File: src/rtl/fetch_prefetch_buffer_if.sv
// Fetch-stage bus: instruction-memory request/response, redirect, and the head
// of the prefetch FIFO presented to decode.
interface fetch_prefetch_buffer_if #(
  parameter int ADDRESS_WIDTH = 8,
  parameter int DATA_WIDTH    = 32,
  parameter int DEPTH         = 4
);
  localparam int COUNT_WIDTH = $clog2(DEPTH + 1);

  logic                     imem_req;
  logic [ADDRESS_WIDTH-1:0] imem_addr;
  logic [DATA_WIDTH-1:0]    imem_rdata;
  logic                     redirect;
  logic [ADDRESS_WIDTH-1:0] redirect_pc;
  logic                     stall;
  logic                     instr_valid;
  logic [DATA_WIDTH-1:0]    instrF;
  logic [ADDRESS_WIDTH-1:0] pcF;
  logic [ADDRESS_WIDTH-1:0] pcplus4F;
  logic [COUNT_WIDTH-1:0]   count;

  modport master (
    output imem_req, imem_addr, instr_valid, instrF, pcF, pcplus4F, count,
    input  imem_rdata, redirect, redirect_pc, stall
  );

  modport slave (
    input  imem_req, imem_addr, instr_valid, instrF, pcF, pcplus4F, count,
    output imem_rdata, redirect, redirect_pc, stall
  );
endinterface

File: src/rtl/fetch_prefetch_buffer.sv
// Fetch stage: owns the fetch PC, issues credit-limited reads to a synchronous
// instruction memory and buffers responses in a DEPTH-entry FIFO for decode.
module fetch_prefetch_buffer #(
  parameter int                       ADDRESS_WIDTH = 8,
  parameter int                       DATA_WIDTH    = 32,
  parameter int                       DEPTH         = 4,
  parameter logic [ADDRESS_WIDTH-1:0] RESET_PC      = '0
) (
  input logic                      clk,
  input logic                      rst,
  fetch_prefetch_buffer_if.master  bus
);
  localparam int CW = $clog2(DEPTH + 1);
  localparam int PW = $clog2(DEPTH);

  logic [ADDRESS_WIDTH-1:0] fetchPc;
  logic [ADDRESS_WIDTH-1:0] reqPc;
  logic                     pending;
  logic [DATA_WIDTH-1:0]    instrMem [DEPTH];
  logic [ADDRESS_WIDTH-1:0] pcMem    [DEPTH];
  logic [PW-1:0]            wrPtr;
  logic [PW-1:0]            rdPtr;
  logic [PW-1:0]            rdPtrNext;
  logic [CW-1:0]            cnt;
  logic [CW-1:0]            cntNext;
  logic [CW:0]              credit;
  logic [DATA_WIDTH-1:0]    headInstr;
  logic [ADDRESS_WIDTH-1:0] headPc;
  logic [ADDRESS_WIDTH-1:0] headPc4;
  logic                     headValid;
  logic                     pop;
  logic                     push;
  logic                     req;

  function automatic logic [PW-1:0] ptrInc(input logic [PW-1:0] p);
    return (p == PW'(DEPTH - 1)) ? '0 : p + PW'(1);
  endfunction

  // Occupancy counts the in-flight response so the FIFO can never overflow.
  always_comb begin
    headValid = (cnt != '0) & ~bus.redirect;
    pop       = headValid & ~bus.stall;
    push      = pending & ~bus.redirect;
    credit    = {1'b0, cnt} + {{CW{1'b0}}, pending} - {{CW{1'b0}}, pop};
    req       = ~rst & ~bus.redirect & (credit < (CW + 1)'(DEPTH));
    rdPtrNext = pop ? ptrInc(rdPtr) : rdPtr;
    cntNext   = cnt + {{(CW - 1){1'b0}}, push} - {{(CW - 1){1'b0}}, pop};
  end

  always_ff @(posedge clk or posedge rst) begin
    if (rst) begin
      fetchPc   <= RESET_PC;
      reqPc     <= '0;
      pending   <= 1'b0;
      wrPtr     <= '0;
      rdPtr     <= '0;
      cnt       <= '0;
      headInstr <= '0;
      headPc    <= '0;
      headPc4   <= '0;
    end else if (bus.redirect) begin
      fetchPc <= bus.redirect_pc;
      pending <= 1'b0;
      wrPtr   <= '0;
      rdPtr   <= '0;
      cnt     <= '0;
    end else begin
      pending <= req;
      if (req) begin
        reqPc   <= fetchPc;
        fetchPc <= fetchPc + ADDRESS_WIDTH'(4);
      end
      if (push) wrPtr <= ptrInc(wrPtr);
      rdPtr <= rdPtrNext;
      cnt   <= cntNext;
      // Head registers track the next head; when the slot being written is the
      // next head, take the incoming response directly. Empty FIFO holds.
      if (cntNext != '0) begin
        if (push && (wrPtr == rdPtrNext)) begin
          headInstr <= bus.imem_rdata;
          headPc    <= reqPc;
          headPc4   <= reqPc + ADDRESS_WIDTH'(4);
        end else begin
          headInstr <= instrMem[rdPtrNext];
          headPc    <= pcMem[rdPtrNext];
          headPc4   <= pcMem[rdPtrNext] + ADDRESS_WIDTH'(4);
        end
      end
    end
  end

  always_ff @(posedge clk) begin
    if (push) begin
      instrMem[wrPtr] <= bus.imem_rdata;
      pcMem[wrPtr]    <= reqPc;
    end
  end

  assign bus.imem_req    = req;
  assign bus.imem_addr   = fetchPc;
  assign bus.instr_valid = headValid;
  assign bus.instrF      = headInstr;
  assign bus.pcF         = headPc;
  assign bus.pcplus4F    = headPc4;
  assign bus.count       = cnt;
endmodule
File: src/flat_wrapper.sv
// flat-port wrapper written by rule: the top's interface ports become plain ports
module fetch_prefetch_buffer_flat 
#(
  parameter int                       ADDRESS_WIDTH = 8,
  parameter int                       DATA_WIDTH    = 32,
  parameter int                       DEPTH         = 4,
  parameter logic [ADDRESS_WIDTH-1:0] RESET_PC      = '0
)
  (clk, rst, bus_imem_req, bus_imem_addr, bus_instr_valid, bus_instrF, bus_pcF, bus_pcplus4F, bus_count, bus_imem_rdata, bus_redirect, bus_redirect_pc, bus_stall);
  fetch_prefetch_buffer_if #(.ADDRESS_WIDTH(ADDRESS_WIDTH), .DATA_WIDTH(DATA_WIDTH), .DEPTH(DEPTH)) bus_i ();
  input logic clk;
  input logic rst;
  output wire logic [$bits(bus_i.imem_req)-1:0] bus_imem_req;
  output wire logic [$bits(bus_i.imem_addr)-1:0] bus_imem_addr;
  output wire logic [$bits(bus_i.instr_valid)-1:0] bus_instr_valid;
  output wire logic [$bits(bus_i.instrF)-1:0] bus_instrF;
  output wire logic [$bits(bus_i.pcF)-1:0] bus_pcF;
  output wire logic [$bits(bus_i.pcplus4F)-1:0] bus_pcplus4F;
  output wire logic [$bits(bus_i.count)-1:0] bus_count;
  input wire logic [$bits(bus_i.imem_rdata)-1:0] bus_imem_rdata;
  input wire logic [$bits(bus_i.redirect)-1:0] bus_redirect;
  input wire logic [$bits(bus_i.redirect_pc)-1:0] bus_redirect_pc;
  input wire logic [$bits(bus_i.stall)-1:0] bus_stall;
  assign bus_imem_req = bus_i.imem_req;
  assign bus_imem_addr = bus_i.imem_addr;
  assign bus_instr_valid = bus_i.instr_valid;
  assign bus_instrF = bus_i.instrF;
  assign bus_pcF = bus_i.pcF;
  assign bus_pcplus4F = bus_i.pcplus4F;
  assign bus_count = bus_i.count;
  assign bus_i.imem_rdata = bus_imem_rdata;
  assign bus_i.redirect = bus_redirect;
  assign bus_i.redirect_pc = bus_redirect_pc;
  assign bus_i.stall = bus_stall;
  fetch_prefetch_buffer #(.ADDRESS_WIDTH(ADDRESS_WIDTH), .DATA_WIDTH(DATA_WIDTH), .DEPTH(DEPTH), .RESET_PC(RESET_PC)) u_core (.clk(clk), .rst(rst), .bus(bus_i));
endmodule
File: config.mk
export PLATFORM = sky130hd
export DESIGN_NAME = fetch_prefetch_buffer_flat
export DESIGN_NICKNAME = d
export VERILOG_FILES = /design/src/rtl/fetch_prefetch_buffer_if.sv /design/src/rtl/fetch_prefetch_buffer.sv /design/src/flat_wrapper.sv
export SDC_FILE = /design/constraint.sdc
export NUM_CORES = 1
export LEC_CHECK = 0
export CAP_MARGIN = 40
export CORE_AREA = 2 2 173 192
export DETAILED_ROUTE_END_ITERATION = 10
export DIE_AREA = 0 0 175 194
export GPL_TIMING_DRIVEN = 0
export SLEW_MARGIN = 20
export SYNTH_ARGS = -nofsm -noshare
export SYNTH_HDL_FRONTEND = slang
export SYNTH_SLANG_ARGS = --single-unit
File: constraint.sdc
create_clock -name clk -period 3.9 [get_ports clk]
set_clock_uncertainty 0.2 [all_clocks]
set_input_delay 0.39 -clock clk [delete_from_list [all_inputs] [get_ports clk]]
set_output_delay 0.39 -clock clk [all_outputs]
set_load 0.02 [all_outputs]
### After elaboration in Yosys (flattened, before gate mapping)

Memories as Yosys holds them, arrays and structs flattened. A register that Yosys moved wholly into a read port is not among the register bits.
Cells that the tools add are included.

| storage, ports and cells | value |
|---|---|
| memories kept | 2 |
| word-level logic and storage cells | 52 |
| register bits after elaboration | 40 |
| RAM bits | 160 |

| cells by class | value |
|---|---|
| mux-type cells | 14 |
| $lt $le $gt $ge | 1 |
| equal/unequal tests | 3 |
| reduce and logical (&&, ||, !) cells | 7 |
| bitwise logic cells | 8 |
| add/subtract/negate cells | 9 |

Memory list:

| name | words | bits a word | read ports | clocked after Yosys merged registers in | wr ports | line | RTL |
|---|---|---|---|---|---|---|---|
| u_core.instrMem | 4 | 32 | 1 | 1 | 1 | fetch_prefetch_buffer.sv:19 | `logic [DATA_WIDTH-1:0] instrMem [DEPTH];` |
| u_core.pcMem | 4 | 8 | 1 | 0 | 1 | fetch_prefetch_buffer.sv:20 | `logic [ADDRESS_WIDTH-1:0] pcMem [DEPTH];` |

Operators by type and width:

| cell | number |
|---|---|
| 8-bit 2-to-1 mux | 4 |
| 8-bit by 3-bit adder with 8-bit output (second input constant) | 3 |
| 2-bit 2-to-1 mux | 6 |
| 3-bit nonzero test | 2 |
| 1-bit bitwise AND | 5 |
| 2-bit by 1-bit adder with 2-bit output (second input constant) | 2 |
| 3-bit by 1-bit adder with 4-bit output | 1 |
| 2-bit == test (second input constant) | 2 |
| 4-bit by 3-bit < comparator with 1-bit output (second input constant) | 1 |
| 2-bit AND reduction | 2 |
| 2-bit nonzero test | 2 |
| 4-bit by 1-bit subtractor with 4-bit output | 1 |
| 3-bit by 1-bit adder with 3-bit output | 1 |
| 1-bit 2-to-1 mux | 3 |
| 3-bit 2-to-1 mux | 1 |
| 1-bit NOT | 3 |
| 3-bit by 1-bit subtractor with 3-bit output | 1 |
| 2-bit == test | 1 |
| 1-bit logical AND | 1 |

### Depth between registers and ports, before layout

Gate-level depths: netlist (run 1).

| depth | value |
|---|---|
| word-level depth | 8 |
| mapped depth | 15 |
| gate-level depth less buffers | 13 |

### Worst setup path before layout (run 1)

No wires, ideal clock.

| timing path | value |
|---|---|
| path kind | reg-to-reg |
| start point | reg u_core.cnt[1] (netlist: u_core.bus.count[1]) |
| end point | reg u_core.headPc[6] (netlist: u_core.bus.pcF[6]), read port of u_core.pcMem |
| data required time | 3618 ps |
| cell stages (with the launch flop) | 14 |
| clock period less this slack | 3252 ps |
| library setup time | 82 ps |
| setup slack | 648 ps |
| arrival time | 2970 ps |
| path buffers | 2 |
| cells stage by stage | dfrtp_1 nor3_2 nor2_1 ha_1 inv_1 ha_1 inv_1 fa_1 xor2_1 a31oi_1 clkbuf_1 clkbuf_1 nor2_1 a31oi_1 |

| between the ends | value |
|---|---|
| cells in the longest elaborated chain, start to end | 7 |
| elaborated cells between the ends (all ways) | 12 |

RTL lines:

| element | line | RTL |
|---|---|---|
| start: declaration | fetch_prefetch_buffer.sv:24 | `logic [CW-1:0] cnt;` |
| start signal: assignment | fetch_prefetch_buffer.sv:75 | `cnt <= cntNext;` |
| parallel branches: the longest is 7 deep, another holds 3-bit by 1-bit adder with 3-bit output | -- |  |
| end: declaration | fetch_prefetch_buffer.sv:28 | `logic [ADDRESS_WIDTH-1:0] headPc;` |

Parallel ways; which one is timed is not known.
A chain may end at the register's enable or synchronous reset.

### Worst setup path after layout (run 1)

| timing path | value |
|---|---|
| start point | in bus_redirect |
| end point | out bus_imem_req |

| between the ends | value |
|---|---|
| cells in the longest elaborated chain, start to end | 6 |
| elaborated cells between the ends (all ways) | 7 |

RTL lines:

| element | line | RTL |
|---|---|---|
| start: declaration | flat_wrapper.sv:21 | `input wire logic [$bits(bus_i.redirect)-1:0] bus_redirect;` |
| 1-bit NOT (no source line) * | -- |  |
| 1-bit bitwise AND | fetch_prefetch_buffer.sv:41 | `headValid = (cnt != '0) & ~bus.redirect;` |
| 1-bit bitwise AND | fetch_prefetch_buffer.sv:42 | `pop = headValid & ~bus.stall;` |
| 4-bit by 1-bit subtractor with 4-bit output | fetch_prefetch_buffer.sv:44 | `credit = {1'b0, cnt} + {{CW{1'b0}}, pending} - {{CW{1'b0}}, pop};` |
| 4-bit by 3-bit < comparator with 1-bit output | fetch_prefetch_buffer.sv:45 | `req = ~rst & ~bus.redirect & (credit < (CW + 1)'(DEPTH));` |
| 1-bit bitwise AND * | fetch_prefetch_buffer.sv:45 |  |
| end: declaration | flat_wrapper.sv:13 | `output wire logic [$bits(bus_i.imem_req)-1:0] bus_imem_req;` |

Mark *: on every way between the ends. The rest lies on a longest branch, timed or not.

==> impl_metrics.json, run 1 <==
{
  "crit_required_ns": 3.31,
  "vdd_ir_drop_max_mv": 0.469,
  "core-area_um2": 32000,
  "hold_path_class": "in2async",
  "die-area_um2": 34000,
  "vias_per_cell": 4.76,
  "yosysUniqueCellTypes": 47,
  "place.detailed.hpwl_um": 15700,
  "area_delta_synth_final_pct": 25.9,
  "wl_um": 24700,
  "maxSlewViolCount": 0,
  "syn_area_per_cell_um2": 11.5,
  "antenna_found_initial": 2,
  "ys_seq_area_share_pct": 69.2,
  "cap_violations": 0,
  "yosys_warnings": 0,
  "path_clk_slew_ns": 0.06,
  "synth-edff-count": 160,
  "critPathArrivalTime_ns": 3.15,
  "power.density_nw_per_um2": 751,
  "clk_latency_ns": 0.51,
  "fin_crit_sh_pct": 95.9,
  "status": "finished, final reports clean",
  "layout.nets": 1008,
  "instances_no_fill": 1398,
  "r2r-start": "u_core.bus.count[2]$_DFF_PP0_",
  "drtAntennaViolNets": 0,
  "die_w_um": 175,
  "fp-row-count": 69,
  "io-pin-count": 105,
  "crit_path_start_kind": "primary input",
  "io_buffers": 103,
  "p_leak_nw": 4.43,
  "seqPwrFrac_pct": 37.8,
  "drive_gt1_share_pct": 8.24,
  "gp_congestion": 0.820,
  "cts_buffers": 25,
  "firstDrtPassIters": 5,
  "grt_pass1_wl_um": 38800,
  "p_clk_share_pct": 25.6,
  "grt-ovfl-total": 0,
  "maxSlewHeadroom_pct": 55.2,
  "die_y_um": 194,
  "postSynthCellCount": 821,
  "cp_max_fo": 10,
  "finalSetupViolations": 0,
  "final_hold_viol_count": 0,
  "r2r_end": "u_core.bus.instrF[9]$_DFFE_PP0P_",
  "htreeDepth": 1,
  "p_comb_share_pct": 36.5,
  "rsz0062_at_grt": "false",
  "syn_area_um2": 9470,
  "period_minus_slack_ns": 3.74,
  "grt_pass1_vias": 6876,
  "final_common_cell": "nand2_1",
  "root_buffer": "clkbuf_16",
  "placed_area_um2": 11100,
  "switching_share_pct": 36.3,
  "cts-root-to-sink-buffers": 3,
  "cts_tree": "done",
  "fmax_ghz": 0.267,
  "nFillCells": 3107,
  "tightest_slew_ns": 0.671,
  "grt_start_max_net_pins": 48,
  "cts.sinks": 230,
  "end_kind": "primary output",
  "place_ws_ns": -0.542,
  "final_area_um2": 11900,
  "drc": 0,
  "wl_per_cell_um": 17.7,
  "syn_nets": 877,
  "finalWorstSetupSlack_ns": 0.159,
  "worstRegToRegCells": 13,
  "r2r_slack_ns": 0.34,
  "final_cell_mix": "231 x nand2_1, 160 x edfxtp_1, 112 x nand3_1",
  "num_vias": 6649,
  "p_sw_mw": 3.25,
  "ys.flop_type": "edfxtp_1",
  "dp_cells": 1351,
  "grt_util_all_layers_pct": 14.6,
  "ys_ff_latch": 230,
  "synth-async-reset-ratio_pct": 30.4,
  "start_util_pct": 29.6,
  "drtIter0Drc": 471,
  "path_class": "in2out",
  "post-cts-setup-buffers": 0,
  "power.internal_mw": 5.70
}
-- sequential cells by signal, indices dropped and copies added (netlist names) --
signal,count
u_core.bus.pcF,6
u_core.bus.instrF,32
u_core.pending,1
u_core.bus.imem_addr,8
u_core.bus.count,3
u_core.instrMem,128
u_core.pcMem,32
u_core.reqPc,8
u_core.rdPtr,2
u_core.wrPtr,2
u_core.bus.pcplus4F,8
-- Yosys cell counts (3+ instances only) --
library cell / n / area [um^2]
nand2_1: 231 / 867
edfxtp_1: 160 / 4800
nand3_1: 112 / 561
dfrtp_1: 70 / 1750
nor2_1: 51 / 191
a31oi_1: 38 / 238
clkbuf_1: 35 / 131
inv_1: 15 / 56.3
o21ai_0: 12 / 60.1
ha_1: 11 / 138
a21oi_1: 7 / 35.0
and2_1: 6 / 37.5
buf_1: 5 / 18.8
mux2_2: 5 / 56.3
o21ai_1: 5 / 25.0
xor2_1: 5 / 43.8
buf_4: 4 / 30.0
xnor2_1: 4 / 35.0
a22oi_1: 3 / 22.5
buf_2: 3 / 15.0
mux2i_1: 3 / 30.0
nor3_1: 3 / 15.0
-- power groups by stage --
stage               Clock (mW)  Sequential, mW  Combinational, mW
detailed placement           0            3.43               3.25
global route              2.42            3.44               3.61
global placement             0            3.43               3.20
floorplan                    0            3.64               1.65
finish                    2.30            3.39               3.27
CTS                       2.34            3.39               3.30
-- worst max-delay path: stages --
cell and delay [ns]:
dlygate4sd3_1 0.54, buf_6 0.15, or2_1 0.29, nor2_1 0.12, ha_1 0.20, inv_1 0.05
ha_1 0.26, a31oi_1 0.22, mux2i_1 0.11, or3_4 0.41, inv_1 0.07, dlygate4sd2_1 0.32
-- worst max-delay path by stage --
| stage | startpoint | to | slack, ns |
|---|---|---|---|
| 2_1_floorplan | u_core.bus.count[1]$_DFF_PP0_ | u_core.bus.pcF[6]$_DFFE_PP0P_ | 0.65 |
| 3_3_place_gp | bus_stall | u_core.bus.instrF[18]$_DFFE_PP0P_ | -0.49 |
| 3_5_place_dp | bus_stall | u_core.bus.instrF[31]$_DFFE_PP0P_ | -0.54 |
| 4_1_cts | bus_redirect | bus_imem_req | 0.15 |
| 5_1_grt | bus_redirect | bus_imem_req | 0.02 |
| 6_report | bus_redirect | bus_imem_req | 0.16 |
-- per-layer routing --
metal  share of wire, %  vias up  GRT usage (%)
li1                   -     3164              -
met1                 44     3254           19.5
met2                 48      189           24.1
met3                5.4       40           2.71
met4                2.3        2           4.14
met5              0.065        -              0
-- per-stage QoR --
step                hold slack, ns  TNS, ns  utilization (%)  total power [mW]
floorplan                    0.288        0                -              5.29
global placement             0.266   -19.81             34.5              6.63
detailed placement           0.269   -17.86             34.6              6.69
CTS                         0.0153        0             37.2              9.03
global route                0.0470        0             37.2              9.47
finish                      0.0232        0             37.2              8.95
-- area by class of cell --
cell class | count | area [um^2] | area share, %
clock inverter | 4 | 23.8 | 0.199
tap | 426 | 533 | 4.47
buffer | 47 | 211 | 1.77
antenna | 1 | 2.50 | 0.0210
timing repair buffer | 105 | 1070 | 8.95
inverter | 16 | 62.6 | 0.525
multi-input combinational | 527 | 2680 | 22.4
clock buffer | 42 | 790 | 6.62
sequential | 230 | 6560 | 55.0
-- what timing repair did --
item | 4_1_cts | 5_1_grt
cloned | 0 | 0
pin swaps | 1 | 0
endpoints found under the hold margin | 2 | 0
setup endpoints to repair | 38 | 37
gates resized for setup | 10 | 2
hold buffers | 1 | 0
-- logic make-up after synthesis --
logic type | after synthesis | synth area share [%]
AOI/OAI and AO/OA | 81 | 5.79
muxes | 8 | 0.912
adders and majority gates | 12 | 1.66
buffers and inverters | 64 | 2.81
DFF | 230 | 69.2
and+or+nand+nor | 417 | 18.8
xor gates and xnor gates | 9 | 0.832
Note: power is estimated with default switching activity, not from simulation.
==> run 2, diff against run 1 <==
PLACE_DENSITY = 0.58   (was default)
==> impl_metrics.json, run 2 (synthesis gave the netlist of run 1 again) <==
{
  "cts_buffers": 25,
  "wl_um": 24600,
  "cts-root-to-sink-buffers": 3,
  "path_class": "reg2reg",
  "drtAntennaViolNets": 0,
  "maxSlewHeadroom_pct": 53.5,
  "finalWorstSetupSlack_ns": 0.224,
  "core-area_um2": 32000,
  "crit_path_start_kind": "register",
  "end_kind": "register",
  "r2r_slack_ns": 0.22,
  "critPathArrivalTime_ns": 3.84,
  "crit_required_ns": 4.07,
  "p_leak_nw": 4.41,
  "fmax_ghz": 0.272,
  "path_cells": "nor3_4, nor2_1, ha_1, inv_1, ha_1, inv_1, fa_1, xor2_1, a31oi_2, clkbuf_2, clkbuf_1, a31oi_1",
  "slowest_stage": "clkbuf_1",
  "cap_violations": 0,
  "die_w_um": 175,
  "final_cell_mix": "231 x nand2_1, 160 x edfxtp_1, 112 x nand3_1",
  "grt_pass1_vias": 6708,
  "place.detailed.hpwl_um": 15600,
  "dp_cells": 1351,
  "period_minus_slack_ns": 3.68,
  "largest_reg_flops": 128,
  "place_ws_ns": -0.648,
  "die-area_um2": 34000,
  "regMostFlops": "u_core.instrMem",
  "power.density_nw_per_um2": 747,
  "fin_crit_sh_pct": 94.3,
  "vdd_ir_drop_max_mv": 0.387,
  "tightest_slew_ns": 0.698,
  "clk_latency_ns": 0.52,
  "cts_tree": "done",
  "wl_per_cell_um": 17.6,
  "maxSlewViolCount": 0,
  "htreeDepth": 1,
  "finalSetupViolations": 0,
  "rsz0062_at_grt": "true",
  "nFillCells": 3146,
  "io-pin-count": 105,
  "final_common_cell": "nand2_1",
  "start_util_pct": 29.6,
  "fp-row-count": 69,
  "area_delta_synth_final_pct": 25.5,
  "grt_start_max_net_pins": 41,
  "grt_util_all_layers_pct": 14.5,
  "layout.nets": 1009,
  "grt_pass1_wl_um": 38600,
  "final_hold_viol_count": 0,
  "critical_path.max_stage_delay_ns": 0.48,
  "drtIter0Drc": 632,
  "gp_congestion": 0.808,
  "firstDrtPassIters": 5,
  "drive_gt1_share_pct": 7.62,
  "io_buffers": 103,
  "hold_path_class": "in2async",
  "status": "finished, final reports clean",
  "antenna_found_initial": 2,
  "instances_no_fill": 1398,
  "drc": 0,
  "num_vias": 6652,
  "cts.sinks": 230,
  "vias_per_cell": 4.76,
  "cp_max_fo": 10,
  "die_y_um": 194,
  "grt-ovfl-total": 0,
  "path_clk_slew_ns": 0.06,
  "root_buffer": "clkbuf_16"
}
run 2: power breakdown:
| part | total, mW | switching, mW | internal [mW] |
|---|---|---|---|
| Clock | 2.22 | 0.919 | 1.30 |
| Combinational | 3.28 | 2.00 | 1.28 |
| Sequential | 3.38 | 0.312 | 3.07 |
| Total | 8.88 | 3.23 | 5.65 |
run 2: area by class of cell:
cell class,count,area (um^2),share of cell area [%]
clock buffers,36,697,5.86
inverters,16,62.6,0.526
diodes,1,2.50,0.0211
clock inverters,9,68.8,0.579
flip-flops and latches,230,6560,55.2
multi-input cells,527,2680,22.5
plain buffers,47,210,1.77
repair buffers,106,1080,9.08
well taps,426,533,4.49
run 2: per-layer routing:
metal	share of wire (%)	wire length (um)	track usage [%]
met2	46	11400	23.4
met3	5.8	1430	2.71
met5	0.065	16	0
met1	46	11300	20.1
met4	2.0	496	3.86
run 2: worst paths after layout:
| check | from | endpoint | cells after the start |
|---|---|---|---|
| max in group asynchronous | rst | u_core.bus.instrF[27]$_DFFE_PP0P_ | 3 |
| worst min-delay path | rst | u_core.bus.count[2]$_DFF_PP0_ | 2 |
| worst min register to register | u_core.bus.pcplus4F[3]$_DFFE_PP0P_ | u_core.bus.pcplus4F[3]$_DFFE_PP0P_ | 2 |
| worst max-delay path | u_core.bus.count[2]$_DFF_PP0_ | u_core.bus.instrF[1]$_DFFE_PP0P_ | 12 |
| min in group clk | bus_redirect | u_core.bus.pcplus4F[2]$_DFFE_PP0P_ | 3 |
| worst max register to register | u_core.bus.count[2]$_DFF_PP0_ | u_core.bus.instrF[1]$_DFFE_PP0P_ | 12 |
run 2: per-stage QoR:
stage / cell area (um^2) / hold WS (ns) / utilization, % / power, mW / TNS (ns)
after floorplan: 9470 / 0.288 / - / 5.29 / 0
after global placement: 11000 / 0.266 / 34.5 / 6.63 / -25.21
after detailed placement: 11100 / 0.274 / 34.6 / 6.67 / -20.98
after CTS: 11900 / 0.0565 / 37.1 / 8.96 / 0
after global routing: 11900 / 0.0909 / 37.1 / 9.43 / -0.00433
final: 11900 / 0.0554 / 37.1 / 8.88 / 0
run 2: worst max-delay path: cells and delay by family, from the launching register on:
| kind | cells | cell delay, ns |
|---|---|---|
| buffers and inverters | 4 | 0.96 |
| adders and majority gates | 3 | 0.78 |
| AOI/OAI and AO/OA | 2 | 0.59 |
| DFF | 1 | 0.47 |
| and+or+nand+nor | 2 | 0.33 |
| xor gates and xnor gates | 1 | 0.18 |
run 2: repair_timing:
| action | in CTS | in global routing |
|---|---|---|
| hold endpoints to repair | 2 | 0 |
| resized for setup | 6 | 7 |
| endpoints found under the setup margin | 38 | 33 |
| pin swaps | 1 | 0 |
| setup buffers | 1 | 0 |
| hold buffers | 1 | 0 |
| cloned | 0 | 0 |
==> run 3, diff against run 2 <==
clock period = 4.42 ns   (was 3.9 ns; I/O delays follow)
==> impl_metrics.json, run 3 (synthesis gave the netlist of run 1 again) <==
{
  "nFillCells": 3147,
  "core-area_um2": 32000,
  "wl_per_cell_um": 17.6,
  "cp_max_fo": 10,
  "final_cell_mix": "231 x nand2_1, 160 x edfxtp_1, 112 x nand3_1",
  "num_vias": 6632,
  "grt_util_all_layers_pct": 14.4,
  "critPathArrivalTime_ns": 3.46,
  "grt-busiest-layer": "met2",
  "antenna_found_initial": 2,
  "status": "finished, final reports clean",
  "htreeDepth": 1,
  "root_buffer": "clkbuf_16",
  "final_common_cell": "nand2_1",
  "crit_required_ns": 3.78,
  "die_y_um": 194,
  "gr-usage-met1_pct": 20.0,
  "io-pin-count": 105,
  "fin_crit_sh_pct": 92.8,
  "vdd_ir_drop_max_mv": 0.379,
  "gp_congestion": 0.808,
  "cts-root-to-sink-buffers": 3,
  "instances_no_fill": 1396,
  "wl_um": 24500,
  "use_met2_pct": 23.3,
  "regMostFlops": "u_core.instrMem",
  "post-cts-setup-buffers": 0,
  "drtAntennaViolNets": 0,
  "final_hold_viol_count": 0,
  "grt_pass1_wl_um": 38400,
  "drtIter0Drc": 567,
  "tightest_slew_ns": 0.677,
  "rsz0062_at_grt": "false",
  "end_kind": "primary output",
  "period_minus_slack_ns": 4.10,
  "cts.sinks": 230,
  "firstDrtPassIters": 5,
  "cts_tree": "done",
  "fp-row-count": 69,
  "grt_pass1_vias": 6677,
  "clk_latency_ns": 0.52,
  "use_met3_pct": 2.71,
  "ctsHoldBuffers": 0,
  "cap_violations": 0,
  "grt_start_max_net_pins": 41,
  "die-area_um2": 34000,
  "hold_path_class": "in2reg",
  "place.detailed.hpwl_um": 15600,
  "maxSlewViolCount": 0,
  "grt-ovfl-total": 0,
  "area_delta_synth_final_pct": 25.2,
  "drc": 0,
  "finalSetupViolations": 0,
  "start_util_pct": 29.6,
  "path_class": "reg2out",
  "dp_cells": 1351,
  "vias_per_cell": 4.75,
  "fmax_ghz": 0.244,
  "drive_gt1_share_pct": 7.02,
  "die_w_um": 175,
  "crit_path_start_kind": "register",
  "power.density_nw_per_um2": 658,
  "largest_reg_flops": 128,
  "io_buffers": 103,
  "maxSlewHeadroom_pct": 54.8,
  "cts_buffers": 25,
  "path_clk_slew_ns": 0.06,
  "p_leak_nw": 4.38,
  "layout.nets": 1007,
  "final_core_util_pct": 37.0
}
run 3: cell count changes in the layout (fill, tap and decap cells not counted):
cell             before  now
clkbuf_2              6    2
or3_4                 1    0
or3_1                 1    2
dlygate4sd3_1         1    0
clkdlybuf4s50_1     102  103
buf_4                 5    4
dlymetal6s2s_1        1    0
clkbuf_1             36   40
run 3: stage by stage:
stage	setup TNS, ns	power [mW]	hold WS [ns]	worst slack (ns)	instance area [um^2]
6_report	0	7.80	0.0267	0.320	11900
5_1_grt	0	8.29	0.0142	0.0331	11900
3_5_place_dp	-3.43	5.89	0.274	-0.180	11100
2_1_floorplan	0	4.66	0.288	1.17	9470
3_3_place_gp	-2.34	5.85	0.266	-0.117	11000
4_1_cts	0	7.86	0.00548	0.0917	11800
run 3: report_power, final:
part / total (mW) / switching (mW) / internal [mW]
Combinational: 2.87 / 1.76 / 1.10
Sequential: 2.98 / 0.273 / 2.71
Clock: 1.96 / 0.809 / 1.15
run 3: final timing paths:
path	slack [ns]	startpoint	to	cells after the start
setup reg to reg	0.39	u_core.bus.count[1]$_DFF_PP0_	u_core.bus.instrF[10]$_DFFE_PP0P_	13
hold reg to reg	0.29	u_core.bus.pcplus4F[3]$_DFFE_PP0P_	u_core.bus.pcplus4F[3]$_DFFE_PP0P_	2
min in group asynchronous	0.10	rst	u_core.bus.imem_addr[0]$_DFFE_PP0P_	2
setup / recovery	0.32	u_core.bus.count[1]$_DFF_PP0_	bus_imem_req	10
max in group asynchronous	3.33	rst	u_core.bus.instrF[27]$_DFFE_PP0P_	3
hold / removal	0.03	bus_redirect	u_core.bus.imem_addr[1]$_DFFE_PP0P_	2
run 3: critical path: stages (launching register included):
cell,delay [ns]
dfrtp_1,0.47
nor3_4,0.34
nor2_1,0.09
ha_1,0.22
inv_1,0.06
ha_1,0.21
a31oi_1,0.21
mux2i_1,0.10
or3_1,0.51
inv_1,0.11
clkdlybuf4s50_1,0.60
run 3: layer usage:
| layer | part of all wire, % | vias to the layer above |
|---|---|---|
| met5 | 0.065 | - |
| met3 | 5.8 | 37 |
| met4 | 2.0 | 2 |
| li1 | - | 3152 |
| met1 | 46 | 3248 |
| met2 | 46 | 193 |
run 3: layout make-up:
cell class	count	area, um^2	area share [%]
multi-input combinational	527	2670	22.5
sequential	230	6560	55.3
antenna	1	2.50	0.0211
clock buffer	36	697	5.88
tap	426	533	4.50
inverter	16	62.6	0.528
timing repair buffer	104	1060	8.93
clock inverter	9	68.8	0.581
buffer	47	205	1.73
run 3: what timing repair did:
item	CTS	global route
endpoints found under the hold margin	0	0
resized for setup	0	6
setup endpoints to repair	0	35
